===== config.mk =====
export PLATFORM = sky130hd
export DESIGN_NAME = ifmaps_preload_ctrl_flat
export DESIGN_NICKNAME = d
export VERILOG_FILES = /design/src/rtl/ifmaps_preload_ctrl_pkg.sv /design/src/rtl/ifmaps_preload_ctrl_if.sv /design/src/rtl/ifmaps_preload_ctrl.sv /design/src/flat_wrapper.sv
export SDC_FILE = /design/constraint.sdc
export NUM_CORES = 1
export LEC_CHECK = 0
export ABC_AREA = 1
export BUFFER_PORTS_ARGS = -buffer_cell sky130_fd_sc_hd__buf_2
export CAP_MARGIN = 40
export CELL_PAD_IN_SITES_DETAIL_PLACEMENT = 1
export CELL_PAD_IN_SITES_GLOBAL_PLACEMENT = 1
export CORE_ASPECT_RATIO = 0.8
export CORE_MARGIN = 2
export CORE_UTILIZATION = 45
export CTS_CLUSTER_SIZE = 20
export DETAILED_ROUTE_END_ITERATION = 7
export PLACE_DENSITY = 0.84
export RECOVER_POWER = 25
export SYNTH_ARGS = -nofsm -noshare
export SYNTH_HDL_FRONTEND = slang
export SYNTH_SLANG_ARGS = --single-unit

===== constraint.sdc =====
create_clock -name clk -period 4.7 [get_ports clk]
set_clock_uncertainty 0.2 [all_clocks]
set_input_delay 0.94 -clock clk [delete_from_list [all_inputs] [get_ports clk]]
set_output_delay 0.94 -clock clk [all_outputs]
set_load 0.02 [all_outputs]

===== src/rtl/ifmaps_preload_ctrl_pkg.sv =====
// Shared constants, FSM state type and helpers for the ifmaps preload path.
//   C_S_AXIS_TDATA_WIDTH : AXIS word width (low 30 bits = 6 x 5-bit channels)
//   CH_PER_WORD/CH_WIDTH : channel packing inside one AXIS word
//   MAC_NUM              : max channels per vector
//   FIFO_DEPTH           : preload FIFO depth in vectors
//   VEC_CNT_W/CFG_CH_W   : counter and config field widths
package ifmaps_preload_ctrl_pkg;

    localparam int unsigned C_S_AXIS_TDATA_WIDTH = 32;
    localparam int unsigned CH_WIDTH             = 5;
    localparam int unsigned CH_PER_WORD          = 6;
    localparam int unsigned MAC_NUM              = 256;
    localparam int unsigned FIFO_DEPTH           = 4;
    localparam int unsigned VEC_CNT_W            = 16;
    localparam int unsigned CFG_CH_W             = 12;

    typedef enum logic [2:0] {
        StIdle,
        StConfig,
        StRun,
        StDrain,
        StDone
    } state_e;

    // Words needed to carry ch channels; one extra bit so the +5 cannot overflow.
    function automatic logic [CFG_CH_W-1:0] ceil_div(input logic [CFG_CH_W-1:0] ch);
        logic [CFG_CH_W:0] sum;
        sum = {1'b0, ch} + (CFG_CH_W+1)'(CH_PER_WORD - 1);
        return CFG_CH_W'(sum / (CFG_CH_W+1)'(CH_PER_WORD));
    endfunction

endpackage


===== src/rtl/ifmaps_preload_ctrl_if.sv =====
// Handshake/bus bundle of the ifmaps preload sequencer.
//   cfg_*            : per-tile config handshake (channel size, vector count)
//   abort            : synchronous abort back to idle
//   s_axis_*         : AXIS valid/ready/last of the ifmaps stream
//   load/fifo_*      : preload FIFO write strobe and status
//   mac_ready/read   : vector pop handshake toward the MAC array
//   busy/done/err_*  : status
// slave = sequencer side, master = environment side.
interface ifmaps_preload_ctrl_if;
    import ifmaps_preload_ctrl_pkg::*;

    logic                 cfg_valid;
    logic                 cfg_ready;
    logic [CFG_CH_W-1:0]  cfg_channel_size;
    logic [VEC_CNT_W-1:0] cfg_vector_num;
    logic                 abort;
    logic                 s_axis_tvalid;
    logic                 s_axis_tready;
    logic                 s_axis_tlast;
    logic                 load_ifmaps_preload;
    logic                 fifo_full;
    logic                 fifo_empty;
    logic                 mac_ready;
    logic                 mac_read;
    logic                 busy;
    logic                 done;
    logic                 err_cfg;
    logic                 err_tlast;

    modport slave (
        input  cfg_valid, cfg_channel_size, cfg_vector_num, abort,
        input  s_axis_tvalid, s_axis_tlast, fifo_full, fifo_empty, mac_ready,
        output cfg_ready, s_axis_tready, load_ifmaps_preload, mac_read,
        output busy, done, err_cfg, err_tlast
    );

    modport master (
        output cfg_valid, cfg_channel_size, cfg_vector_num, abort,
        output s_axis_tvalid, s_axis_tlast, fifo_full, fifo_empty, mac_ready,
        input  cfg_ready, s_axis_tready, load_ifmaps_preload, mac_read,
        input  busy, done, err_cfg, err_tlast
    );

endinterface


===== src/rtl/ifmaps_preload_ctrl.sv =====
// Sequencer for the ifmaps preload FIFO.
// Takes a per-tile config, throttles the AXIS ifmaps stream into the preload FIFO
// (load strobe), and pops only fully written vectors toward the MAC array.
//   clk : clock
//   rst : asynchronous reset, active-high
//   bus : ifmaps_preload_ctrl_if.slave (config, AXIS, FIFO, MAC and status signals)
module ifmaps_preload_ctrl
    import ifmaps_preload_ctrl_pkg::*;
(
    input  logic                  clk,
    input  logic                  rst,
    ifmaps_preload_ctrl_if.slave  bus
);

    state_e               state_q;
    logic [CFG_CH_W-1:0]  ch_q;
    logic [CFG_CH_W-1:0]  wpv_q;
    logic [CFG_CH_W-1:0]  wr_word_q;
    logic [VEC_CNT_W-1:0] vec_num_q;
    logic [VEC_CNT_W-1:0] vec_loaded_q;
    logic [VEC_CNT_W-1:0] vec_read_q;
    logic                 err_cfg_q;
    logic                 err_tlast_q;

    logic                 tready;
    logic                 load;
    logic                 pop;
    logic                 vec_end;
    logic                 exp_last;
    logic                 cfg_ok;
    logic [VEC_CNT_W-1:0] vec_read_nxt;

    always_comb begin
        cfg_ok = (bus.cfg_channel_size != '0) &&
                 (bus.cfg_channel_size <= CFG_CH_W'(MAC_NUM)) &&
                 (bus.cfg_vector_num != '0);
        // abort blocks both strobes in the cycle it is seen
        tready = (state_q == StRun) && !bus.abort && !bus.fifo_full &&
                 (vec_loaded_q < vec_num_q);
        load   = bus.s_axis_tvalid && tready;
        pop    = ((state_q == StRun) || (state_q == StDrain)) && !bus.abort &&
                 !bus.fifo_empty && bus.mac_ready && (vec_loaded_q > vec_read_q);
        vec_end      = load && (wr_word_q == wpv_q - CFG_CH_W'(1));
        exp_last     = vec_end && (vec_loaded_q == vec_num_q - VEC_CNT_W'(1));
        vec_read_nxt = vec_read_q + VEC_CNT_W'(pop);
    end

    assign bus.cfg_ready           = (state_q == StIdle);
    assign bus.busy                = (state_q != StIdle);
    assign bus.done                = (state_q == StDone);
    assign bus.s_axis_tready       = tready;
    assign bus.load_ifmaps_preload = load;
    assign bus.mac_read            = pop;
    assign bus.err_cfg             = err_cfg_q;
    assign bus.err_tlast           = err_tlast_q;

    always_ff @(posedge clk or posedge rst) begin
        if (rst) begin
            state_q      <= StIdle;
            ch_q         <= '0;
            wpv_q        <= '0;
            wr_word_q    <= '0;
            vec_num_q    <= '0;
            vec_loaded_q <= '0;
            vec_read_q   <= '0;
            err_cfg_q    <= 1'b0;
            err_tlast_q  <= 1'b0;
        end else begin
            err_cfg_q <= 1'b0;
            if (bus.abort && (state_q != StIdle)) begin
                // FIFO contents are left alone; only the sequencer returns to idle
                state_q      <= StIdle;
                wr_word_q    <= '0;
                vec_loaded_q <= '0;
                vec_read_q   <= '0;
            end else begin
                case (state_q)
                    StIdle: begin
                        if (bus.cfg_valid) begin
                            if (cfg_ok) begin
                                ch_q      <= bus.cfg_channel_size;
                                vec_num_q <= bus.cfg_vector_num;
                                state_q   <= StConfig;
                            end else begin
                                err_cfg_q <= 1'b1;
                            end
                        end
                    end
                    StConfig: begin
                        wpv_q        <= ceil_div(ch_q);
                        wr_word_q    <= '0;
                        vec_loaded_q <= '0;
                        vec_read_q   <= '0;
                        err_tlast_q  <= 1'b0;
                        state_q      <= StRun;
                    end
                    StRun, StDrain: begin
                        if (load) begin
                            if (vec_end) begin
                                wr_word_q    <= '0;
                                vec_loaded_q <= vec_loaded_q + VEC_CNT_W'(1);
                            end else begin
                                wr_word_q <= wr_word_q + CFG_CH_W'(1);
                            end
                            // tlast must mark exactly the final word of the tile
                            if (bus.s_axis_tlast != exp_last) begin
                                err_tlast_q <= 1'b1;
                            end
                        end
                        vec_read_q <= vec_read_nxt;
                        if ((state_q == StRun) && (vec_loaded_q == vec_num_q)) begin
                            state_q <= StDrain;
                        end
                        if ((state_q == StDrain) && (vec_read_nxt == vec_num_q)) begin
                            state_q <= StDone;
                        end
                    end
                    StDone: begin
                        state_q <= StIdle;
                    end
                    default: begin
                        state_q <= StIdle;
                    end
                endcase
            end
        end
    end

endmodule


===== src/flat_wrapper.sv =====
// flat-port wrapper written by rule: the top's interface ports become plain ports
module ifmaps_preload_ctrl_flat import ifmaps_preload_ctrl_pkg::*;
  (clk, rst, bus_cfg_valid, bus_cfg_channel_size, bus_cfg_vector_num, bus_abort, bus_s_axis_tvalid, bus_s_axis_tlast, bus_fifo_full, bus_fifo_empty, bus_mac_ready, bus_cfg_ready, bus_s_axis_tready, bus_load_ifmaps_preload, bus_mac_read, bus_busy, bus_done, bus_err_cfg, bus_err_tlast);
  ifmaps_preload_ctrl_if bus_i ();
  input  logic clk;
  input  logic rst;
  input wire logic [$bits(bus_i.cfg_valid)-1:0] bus_cfg_valid;
  input wire logic [$bits(bus_i.cfg_channel_size)-1:0] bus_cfg_channel_size;
  input wire logic [$bits(bus_i.cfg_vector_num)-1:0] bus_cfg_vector_num;
  input wire logic [$bits(bus_i.abort)-1:0] bus_abort;
  input wire logic [$bits(bus_i.s_axis_tvalid)-1:0] bus_s_axis_tvalid;
  input wire logic [$bits(bus_i.s_axis_tlast)-1:0] bus_s_axis_tlast;
  input wire logic [$bits(bus_i.fifo_full)-1:0] bus_fifo_full;
  input wire logic [$bits(bus_i.fifo_empty)-1:0] bus_fifo_empty;
  input wire logic [$bits(bus_i.mac_ready)-1:0] bus_mac_ready;
  output wire logic [$bits(bus_i.cfg_ready)-1:0] bus_cfg_ready;
  output wire logic [$bits(bus_i.s_axis_tready)-1:0] bus_s_axis_tready;
  output wire logic [$bits(bus_i.load_ifmaps_preload)-1:0] bus_load_ifmaps_preload;
  output wire logic [$bits(bus_i.mac_read)-1:0] bus_mac_read;
  output wire logic [$bits(bus_i.busy)-1:0] bus_busy;
  output wire logic [$bits(bus_i.done)-1:0] bus_done;
  output wire logic [$bits(bus_i.err_cfg)-1:0] bus_err_cfg;
  output wire logic [$bits(bus_i.err_tlast)-1:0] bus_err_tlast;
  assign bus_i.cfg_valid = bus_cfg_valid;
  assign bus_i.cfg_channel_size = bus_cfg_channel_size;
  assign bus_i.cfg_vector_num = bus_cfg_vector_num;
  assign bus_i.abort = bus_abort;
  assign bus_i.s_axis_tvalid = bus_s_axis_tvalid;
  assign bus_i.s_axis_tlast = bus_s_axis_tlast;
  assign bus_i.fifo_full = bus_fifo_full;
  assign bus_i.fifo_empty = bus_fifo_empty;
  assign bus_i.mac_ready = bus_mac_ready;
  assign bus_cfg_ready = bus_i.cfg_ready;
  assign bus_s_axis_tready = bus_i.s_axis_tready;
  assign bus_load_ifmaps_preload = bus_i.load_ifmaps_preload;
  assign bus_mac_read = bus_i.mac_read;
  assign bus_busy = bus_i.busy;
  assign bus_done = bus_i.done;
  assign bus_err_cfg = bus_i.err_cfg;
  assign bus_err_tlast = bus_i.err_tlast;
  ifmaps_preload_ctrl u_core (.clk(clk), .rst(rst), .bus(bus_i));
endmodule

-- Yosys cells after proc, flatten, opt, wreduce, memory -nomap -nowiden
Index checks and enable logic that the tools add are counted.
Widths: inputs -> output; s select.
- output and inout bits: 8
- flip-flop bits (word level): 89
- input bits: 37
- word-level logic and storage cells: 91
- reductions and logical operators: 32
- order comparisons: 3
- divide/modulo/power cells: 1
- bitwise gates (word level): 1
- equal/unequal tests: 16
- multiplexer cells: 23
- add/subtract/negate cells: 6
- operators with widths (cell ; count):
    $mux 16 ; 4
    $pmux 16 s2 ; 2
    $eq 16x16->1 ; 3
    $mux 12 ; 3
    $pmux 12 s2 ; 1
    $add 16x1->16 ; 1
    $add 16x1->16 const B ; 1
    $gt 16x16->1 ; 1
    $lt 16x16->1 ; 1
    $reduce_bool 16->1 ; 1
    $sub 16x1->16 const B ; 1
    $logic_and 1x1->1 ; 15
    $mux 3 ; 5
    $add 12x3->13 const B ; 1
    $div 13x3->13 const B ; 1
    $add 12x1->12 const B ; 1
    $eq 12x12->1 ; 1
    $le 12x9->1 const B ; 1
    $reduce_bool 12->1 ; 1
    $sub 12x1->12 const B ; 1
    $pmux 3 s3 ; 1
    $reduce_and 4->1 ; 2
    $eq 3x2->1 const B ; 2
    $mux 1 ; 6
    other kinds (18) ; 25

-- Logic depth before layout (Yosys ltp)
Gate-level depths: netlist of run 1.
- depth after elaboration: 12
- depth in mapped cells: 32
- mapped depth without buffers: 32

-- Worst setup path after synthesis of run 1
Ideal clock, no wire load.
- path kind: input port to flip-flop
- start point: input port bus_abort
- end point: register u_core.state_q[0]
- path buffers: 1
- setup slack: -0.294 ns
- library setup time: 0.120 ns
- required time: 4.380 ns
- data arrival time: 4.674 ns
- stages: 20
- cell sequence: nor2_1 -> clkbuf_1 -> inv_1 -> nor4_1 -> ha_1 -> ha_1 -> nand4_1 -> nor2_1 -> nand4_1 -> nor2_1 -> nand2_1 -> nor2_1 -> xor2_1 -> nor2_1 -> nor2_1 -> nand4_1 -> nand2_1 -> a31oi_1 -> or2_2 -> a31o_2
- longest elaborated chain between the ends: 11
- elaborated cells on any way between the ends: 16
- classes of those cells: 1 x add/sub; 4 x eq/ne; 3 x mux; 8 x reduce/logical
- RTL lines (element ; RTL line ; source):
    from (decl) ; flat_wrapper.sv:10 ; input wire logic [$bits(bus_i.abort)-1:0] bus_abort;
    $logic_not 1->1 (*) ; ifmaps_preload_ctrl.sv:41 ; pop = ((state_q == StRun) || (state_q == StDrain)) && !bus.abort &&
    $logic_and 1x1->1 (*) (2 in a row) ; ifmaps_preload_ctrl.sv:41 ;
    $logic_and 1x1->1 (*) (2 in a row) ; ifmaps_preload_ctrl.sv:42 ; !bus.fifo_empty && bus.mac_ready && (vec_loaded_q > vec_read_q);
    named net bus_mac_read ; flat_wrapper.sv:19 ; output wire logic [$bits(bus_i.mac_read)-1:0] bus_mac_read;
    $add 16x1->16 (*) ; ifmaps_preload_ctrl.sv:45 ; vec_read_nxt = vec_read_q + VEC_CNT_W'(pop);
    $eq 16x16->1 (*) ; ifmaps_preload_ctrl.sv:114 ; if ((state_q == StDrain) && (vec_read_nxt == vec_num_q)) begin
    $logic_and 1x1->1 (*) ; ifmaps_preload_ctrl.sv:114 ;
    $mux 3 ; ifmaps_preload_ctrl.sv:114 ;
    $pmux 3 s3 ; ifmaps_preload_ctrl.sv:77 ; case (state_q)
    $mux 3 ; ifmaps_preload_ctrl.sv:70 ; if (bus.abort && (state_q != StIdle)) begin
    to (signal assigned) ; ifmaps_preload_ctrl.sv:72 ; state_q <= StIdle;
    to (signal assigned) ; ifmaps_preload_ctrl.sv:115 ; state_q <= StDone;
    to (signal assigned) ; ifmaps_preload_ctrl.sv:119 ; state_q <= StIdle;
    to (decl) ; ifmaps_preload_ctrl.sv:15 ; state_e state_q;
Mark *: on every way through the listed nets, which the timed path passes. The rest lies on a longest branch.
A chain may end at the register's enable or synchronous reset.

-- Worst setup path after layout of run 1
- start point: register u_core.vec_read_q[3]
- end point: register u_core.state_q[0]
- longest elaborated chain between the ends: 8
- elaborated cells on any way between the ends: 10
- classes of those cells: 1 x add/sub; 1 x order compare; 2 x eq/ne; 3 x mux; 3 x reduce/logical
- RTL lines (element ; RTL line ; source):
    from (decl) ; ifmaps_preload_ctrl.sv:21 ; logic [VEC_CNT_W-1:0] vec_read_q;
    from (signal assigned) ; ifmaps_preload_ctrl.sv:110 ; vec_read_q <= vec_read_nxt;
    $gt 16x16->1 ; ifmaps_preload_ctrl.sv:42 ;
    $logic_and 1x1->1 ; ifmaps_preload_ctrl.sv:42 ;
    $add 16x1->16 (*) ; ifmaps_preload_ctrl.sv:45 ;
    $eq 16x16->1 (*) ; ifmaps_preload_ctrl.sv:114 ;
    $logic_and 1x1->1 (*) ; ifmaps_preload_ctrl.sv:114 ;
    $mux 3 ; ifmaps_preload_ctrl.sv:114 ;
    $pmux 3 s3 ; ifmaps_preload_ctrl.sv:77 ;
    $mux 3 ; ifmaps_preload_ctrl.sv:70 ;
Every way passes the cells marked *; elsewhere a longest branch is shown, timed or not.

==> reports/results.ini, run 1 <==
[outcome]
status = finished clean

[floorplanning]
fp.dieW_um = 138
core-area_um2 = 14100
rows = 39
start_util = 0.456
fp.dieArea_um2 = 15300
die_h_um = 111
io_pins = 45

[timing]
finalCritPeriodShare = 0.999
setup_tns_ns = 0
fmax_mhz = 213
relSlewSlack = 0.0323
finalHoldViolations = 0
worst_slew_pin_slew_ns = 1.45
drv_slew = 0
final-setup-viol-count = 0
rsz0062_at_grt = true
min_period_ns = 4.69

[cells_and_area]
drive_gt1_frac = 0.152
fin_cells = 1133
final_cell_mix = nand2_1, inv_1, dfrtp_1
n_fill_cell = 1802
area_growth_pct = 16.6
diodes = 0
nets = 1021
layout_commonest_cell = nand2_1

[routing]
drc = 0
antenna_left = 0
via_per_inst = 5.42
wire_per_inst_um = 17.0
routed_wl_um = 19300
firstDrtPassIters = 5
num_vias = 6144
drt_iter0_markers = 302

[placement]
portBuffers = 44
dp_hpwl_um = 14700
place_congestion = 0.887
dpl.cell_count = 1105

[synthesis]
synth.cell_area_um2 = 6430
seq_area_frac_synth = 0.342
synthArstFlopShare = 1.00
syn-instance-count = 868
synth-edff-count = 0
synth_nets = 945
syn-mean-instance-area_um2 = 7.41
yosys_warnings = 0
synth-main-ff-cell = dfrtp_1
synth-seq-cells = 88
synth_cell_type_count = 45

[hold_path]
worstHoldStart = u_core.ch_q[10]
hold_depth = 2
hold_class = reg -> reg
hold_end = u_core.ch_q[10]

[clock_tree]
cts.path.max_buffers = 2
htree_num_levels = 3
cts.reportedPaths.clkPinSlew_ns = 0.07
clk_latency_ns = 0.36
cts_tree = yes
cts-root-buf = clkbuf_16
cts_buffers = 9
postCtsHoldBufs = 0
cts_sinks = 88

[worst_setup_path]
critical_path_class = reg -> reg
startpoint_type = flop
critPathRequiredTime_ns = 4.81
crit_buf_inv = 1
crit-reg2reg-capture = u_core.state_q[0]
slowest_delay_ns = 0.39
crit_fanout = 4
cp-end-kind = flop
crit_slowest_cell = dfrtp_1
cp_common_cell = nand2_1
r2r_slack_ns = 0.006
cp_num_cells = 27
crit_arrival_ns = 4.80
reg2reg_depth = 27
cp-startpoint = u_core.vec_read_q[3]
regToRegStartpoint = u_core.vec_read_q[3]
critPathTopFamily = simple AND/OR/NAND/NOR gates

[power_and_ir_drop]
total_power_mw = 3.76
power.switching_mw = 1.73
p_int_mw = 2.03
pwr_density_cell_nw_per_um2 = 501
vdd_drop_max_mv = 0.260
switching_share = 0.460
pwr-share-seq = 0.305
p_comb_frac = 0.479
clockPowerShare = 0.216
power.leakage_nw = 3.55

[global_routing]
grt_max_degree = 39
antenna_found_initial = 0
first_global_vias = 6217
gr-total-overflow = 0
track_usage = 0.267
grt_pass1_wl_um = 31700

[job]
cap_violations = 0

worst max-delay path by stage:
stage,to
floorplan,u_core.state_q[0]
global placement,u_core.state_q[0]
detailed placement,u_core.state_q[0]
CTS,u_core.state_q[0]
global route,u_core.state_q[0]
finish,u_core.state_q[0]
routing by layer:
layer / wire [um] / vias to the layer above / track usage
met5: 0 / - / 0
met4: 230 / 0 / 0.0529
met3: 1040 / 23 / 0.0476
met2: 8420 / 152 / 0.408
met1: 9560 / 2970 / 0.396
li1: - / 2999 / -
sequential cells by signal (all words and copies together), names as in the netlist:
name                  count
u_core.wpv_q             11
u_core.bus.err_cfg        1
u_core.ch_q              12
u_core.bus.err_tlast      1
u_core.vec_num_q         16
u_core.state_q            3
u_core.wr_word_q         12
u_core.vec_read_q        16
u_core.vec_loaded_q      16
cells by family (layout without fill, tap and decap cells):
logic type	count (synthesis)	in the layout	share of synthesized area
simple gates	361	361	0.251
flops	88	88	0.342
compound gates	152	152	0.138
fa+ha+maj	40	40	0.0778
buf+inv	158	239	0.0937
mux	1	1	0.00175
xor+xnor	68	68	0.0949
per-stage QoR:
step	instance area, um2	setup WS [ns]	utilization	hold slack [ns]
2_1_floorplan	6450	0.142	-	0.258
3_3_place_gp	7000	0.174	0.497	0.277
3_5_place_dp	7000	-0.130	0.497	0.286
4_1_cts	7400	0.0353	0.524	0.304
5_1_grt	7500	-0.269	0.532	0.341
6_report	7500	0.00604	0.532	0.295
synthesized netlist by cell type, types with 2 or more instances:
master	count	area, um2
a31oi_1	9	56.3
and3_1	2	12.5
clkbuf_1	11	41.3
or2_2	5	31.3
nand2_2	7	43.8
nor4_1	6	37.5
inv_2	2	7.51
nand3_1	35	175
dfrtp_1	88	2200
o21bai_2	4	45.0
o211ai_1	2	15.0
o221ai_1	2	17.5
o21ai_1	4	20.0
inv_1	143	537
o22ai_1	15	93.8
nand4_1	21	131
o21ai_0	54	270
o41ai_1	3	26.3
o21a_1	2	15.0
o21ai_2	2	17.5
a2111oi_0	2	17.5
nor3b_1	8	60.1
xor2_1	53	464
o2111ai_1	3	26.3
a21oi_1	44	220
nor2_1	86	323
nor2_4	2	22.5
nand2_1	158	593
ha_1	40	500
xnor2_1	13	114
nor3_1	23	115
xor2_2	2	32.5
a211oi_1	2	15.0
nand3_2	4	40.0
cell type report:
cell class / count / area, um2 / share of cell area
inverters: 146 / 549 / 0.0732
clock buffers: 9 / 225 / 0.0300
well taps: 184 / 230 / 0.0307
multi-input cells: 622 / 3730 / 0.497
repair buffers: 77 / 464 / 0.0619
flip-flops and latches: 88 / 2200 / 0.294
clock inverters: 7 / 103 / 0.0137
power groups by stage:
stage	clock (mW)	combinational [mW]	sequential [mW]
floorplan	0	1.32	1.08
global placement	0	1.68	1.14
detailed placement	0	1.74	1.15
CTS	0.824	1.78	1.14
global route	0.855	2.03	1.17
finish	0.812	1.80	1.15
worst min-delay path, stage by stage (launching register included):
cell,delay (ns)
dfrtp_1,0.36
nand2_1,0.06
inv_1,0.04
timing repair:
item / in CTS / in global routing
pin swaps: 5 / 9
setup buffers: 6 / 6
gates resized for setup: 7 / 13
endpoints found under the hold margin: 0 / 0
setup endpoints to repair: 1 / 1
(Power assumes the default switching activity.)
==> run 2, diff against run 1 <==
--- a/config.mk
+++ b/config.mk
@@ -5,17 +5,16 @@
 export SDC_FILE = /design/constraint.sdc
 export NUM_CORES = 1
 export LEC_CHECK = 0
-export ABC_AREA = 1
 export BUFFER_PORTS_ARGS = -buffer_cell sky130_fd_sc_hd__buf_2
 export CAP_MARGIN = 40
 export CELL_PAD_IN_SITES_DETAIL_PLACEMENT = 1
 export CELL_PAD_IN_SITES_GLOBAL_PLACEMENT = 1
 export CORE_ASPECT_RATIO = 0.8
 export CORE_MARGIN = 2
-export CORE_UTILIZATION = 45
+export CORE_UTILIZATION = 47
 export CTS_CLUSTER_SIZE = 20
 export DETAILED_ROUTE_END_ITERATION = 7
-export PLACE_DENSITY = 0.84
+export PLACE_DENSITY = 0.85
 export RECOVER_POWER = 25
 export SYNTH_ARGS = -nofsm -noshare
 export SYNTH_HDL_FRONTEND = slang
==> reports/results.ini, run 2 <==
[hold_path]
worstHoldStart = u_core.bus.err_tlast
hold_class = reg -> reg
hold_end = u_core.bus.err_tlast
hold_depth = 2

[cells_and_area]
final_cell_mix = nand2_1, dfrtp_1, nor2_1
largestRegisters = u_core.vec_loaded_q x16, u_core.vec_num_q x16, u_core.vec_read_q x16
fin_cells = 1165
final_core_util = 0.544
diodes = 0
drive_gt1_frac = 0.142
nets = 1027
area_growth_pct = 12.6
layout_commonest_cell = nand2_1

[clock_tree]
htree_num_levels = 3
cts_tree = yes
cts_buffers = 9
cts_sinks = 88
cts.reportedPaths.clkPinSlew_ns = 0.07
postCtsHoldBufs = 0
cts-root-buf = clkbuf_16
clk_latency_ns = 0.36
cts.path.max_buffers = 2

[timing]
finalHoldViolations = 0
setup_tns_ns = 0
fmax_mhz = 219
drv_slew = 84
final-setup-viol-count = 0
min_period_ns = 4.57
relSlewSlack = -0.862
worst_slew_pin_slew_ns = 2.79
finalCritPeriodShare = 0.972

[floorplanning]
core-area_um2 = 15100
rows = 40
fp.dieArea_um2 = 16500
die_h_um = 115
start_util = 0.483
fp.dieW_um = 143
io_pins = 45

[power_and_ir_drop]
power.switching_mw = 1.26
pwr-share-seq = 0.345
p_comb_frac = 0.419
pwr_density_cell_nw_per_um2 = 363
switching_share = 0.422
power.leakage_nw = 3.46
clockPowerShare = 0.235
p_int_mw = 1.72
vdd_drop_max_mv = 0.218

[synthesis]
syn-mean-instance-area_um2 = 8.05
synth_nets = 981
synth-main-ff-cell = dfrtp_1
synth_top_area_cell = dfrtp_1
synth-edff-count = 0
yosys_warnings = 0
synthTopCellsByArea = dfrtp_1, xnor2_1, ha_1
netlist.area_leader.share = 0.303
synth_cell_type_count = 74
synth.top_cells.by_count = nand2_1, dfrtp_1, nor2_1, o21ai_0, xnor2_1
synth.cell_area_um2 = 7280
seq_area_frac_synth = 0.303
yosysMostFrequentCell = nand2_1
synth-seq-cells = 88
syn-instance-count = 904
synthArstFlopShare = 1.00

[worst_setup_path]
reg2reg_depth = 26
crit_fanout = 6
crit_arrival_ns = 4.61
crit_slowest_cell = dfrtp_1
critPathRequiredTime_ns = 4.74
cp_common_cell = nor2_1
r2r_slack_ns = 0.13
regToRegStartpoint = u_core.vec_read_q[3]
startpoint_type = flop
crit-reg2reg-capture = u_core.state_q[0]
critical_path_class = reg -> reg
slowest_delay_ns = 0.39
cp-end-kind = flop

[global_routing]
grt.busiest_layer = met2
grt_use_met3 = 0.0604
grt_use_met1 = 0.455
antenna_found_initial = 0
gr-total-overflow = 0
track_usage = 0.307
grt_max_degree = 51
globalRouteMet2Util = 0.461
first_global_vias = 7178
grt_pass1_wl_um = 39400

[routing]
routed_wl_um = 24600
wire_per_inst_um = 21.1
via_per_inst = 6.25
num_vias = 7285
drc = 0
firstDrtPassIters = 6
antenna_left = 0
drt_iter0_markers = 682

[job]
cap_violations = 2

[outcome]
violations = max-capacitance violations, max-slew violations
status = finished with violations

[placement]
dp_hpwl_um = 18100
portBuffers = 44
place_congestion = 0.899
dpl.cell_count = 1144

==> run 2: cells by family (layout without fill, tap and decap cells) <==
kind of cell / Yosys count / after routing / share of synthesized area
fa+ha+maj: 41 / 41 / 0.0701
flops: 88 / 88 / 0.303
buf+inv: 89 / 140 / 0.0474
xor+xnor: 87 / 87 / 0.106
simple gates: 361 / 361 / 0.246
compound gates: 223 / 223 / 0.205
mux: 15 / 15 / 0.0227
==> run 2: how the worst max path moves through the flow <==
stage,from,to,slack [ns]
after global placement,u_core.vec_read_q[4],u_core.state_q[0],0.30
after detailed placement,u_core.vec_read_q[4],u_core.state_q[0],-0.13
after CTS,u_core.vec_read_q[4],u_core.state_q[0],0.03
after floorplan,bus_abort,u_core.state_q[0],0.04
after global routing,u_core.vec_read_q[4],u_core.state_q[0],-0.03
final,u_core.vec_read_q[3],u_core.state_q[0],0.13
==> run 2: worst max-delay path: cells and delay by family, from the launching register on <==
| kind | cells | cell delay, ns |
|---|---|---|
| and+or+nand+nor | 13 | 1.76 |
| DFF | 1 | 0.39 |
| buffers and inverters | 3 | 0.41 |
| AOI/OAI and AO/OA | 5 | 0.60 |
| adders and majority gates | 3 | 0.73 |
| xor gates and xnor gates | 2 | 0.36 |
==> run 2: final cells by class <==
class,instances,area (um2)
Clock buffer,10,229
Multi-Input combinational cell,727,4820
Inverter,47,178
Timing Repair Buffer,77,460
Sequential cell,88,2210
Tap cell,210,263
Fill cell,1852,6870
Clock inverter,6,43.8
==> run 2: power groups by stage <==
stage | clock network (mW) | registers [mW] | logic [mW]
CTS | 0.706 | 1.02 | 1.22
floorplan | 0 | 0.960 | 0.935
finish | 0.701 | 1.03 | 1.25
detailed placement | 0 | 1.03 | 1.20
global placement | 0 | 1.03 | 1.16
global route | 0.737 | 1.04 | 1.38
==> run 2: metrics by stage <==
step | instance area, um2 | setup WS [ns] | power (mW) | hold slack [ns]
after global routing | 8200 | -0.0331 | 3.16 | 0.350
after global placement | 7800 | 0.297 | 2.18 | 0.291
after detailed placement | 7810 | -0.126 | 2.23 | 0.305
after floorplan | 7290 | 0.0354 | 1.89 | 0.281
after CTS | 8130 | 0.0261 | 2.95 | 0.252
final | 8200 | 0.130 | 2.98 | 0.315
==> run 2: per-layer routing <==
layer  share of wire  vias up  wire [um]
met5               0        -          0
met4           0.014        0        356
met3           0.075       35       1840
met2            0.44      280      10800
met1            0.47     3605      11600
li1                -     3365          -
==> run 2: what timing repair did <==
item | in CTS | in global routing
gates resized for setup | 8 | 14
buffers inserted | 0 | 5
gates cloned | 0 | 0
setup endpoints to repair | 3 | 3
pin swaps | 2 | 6
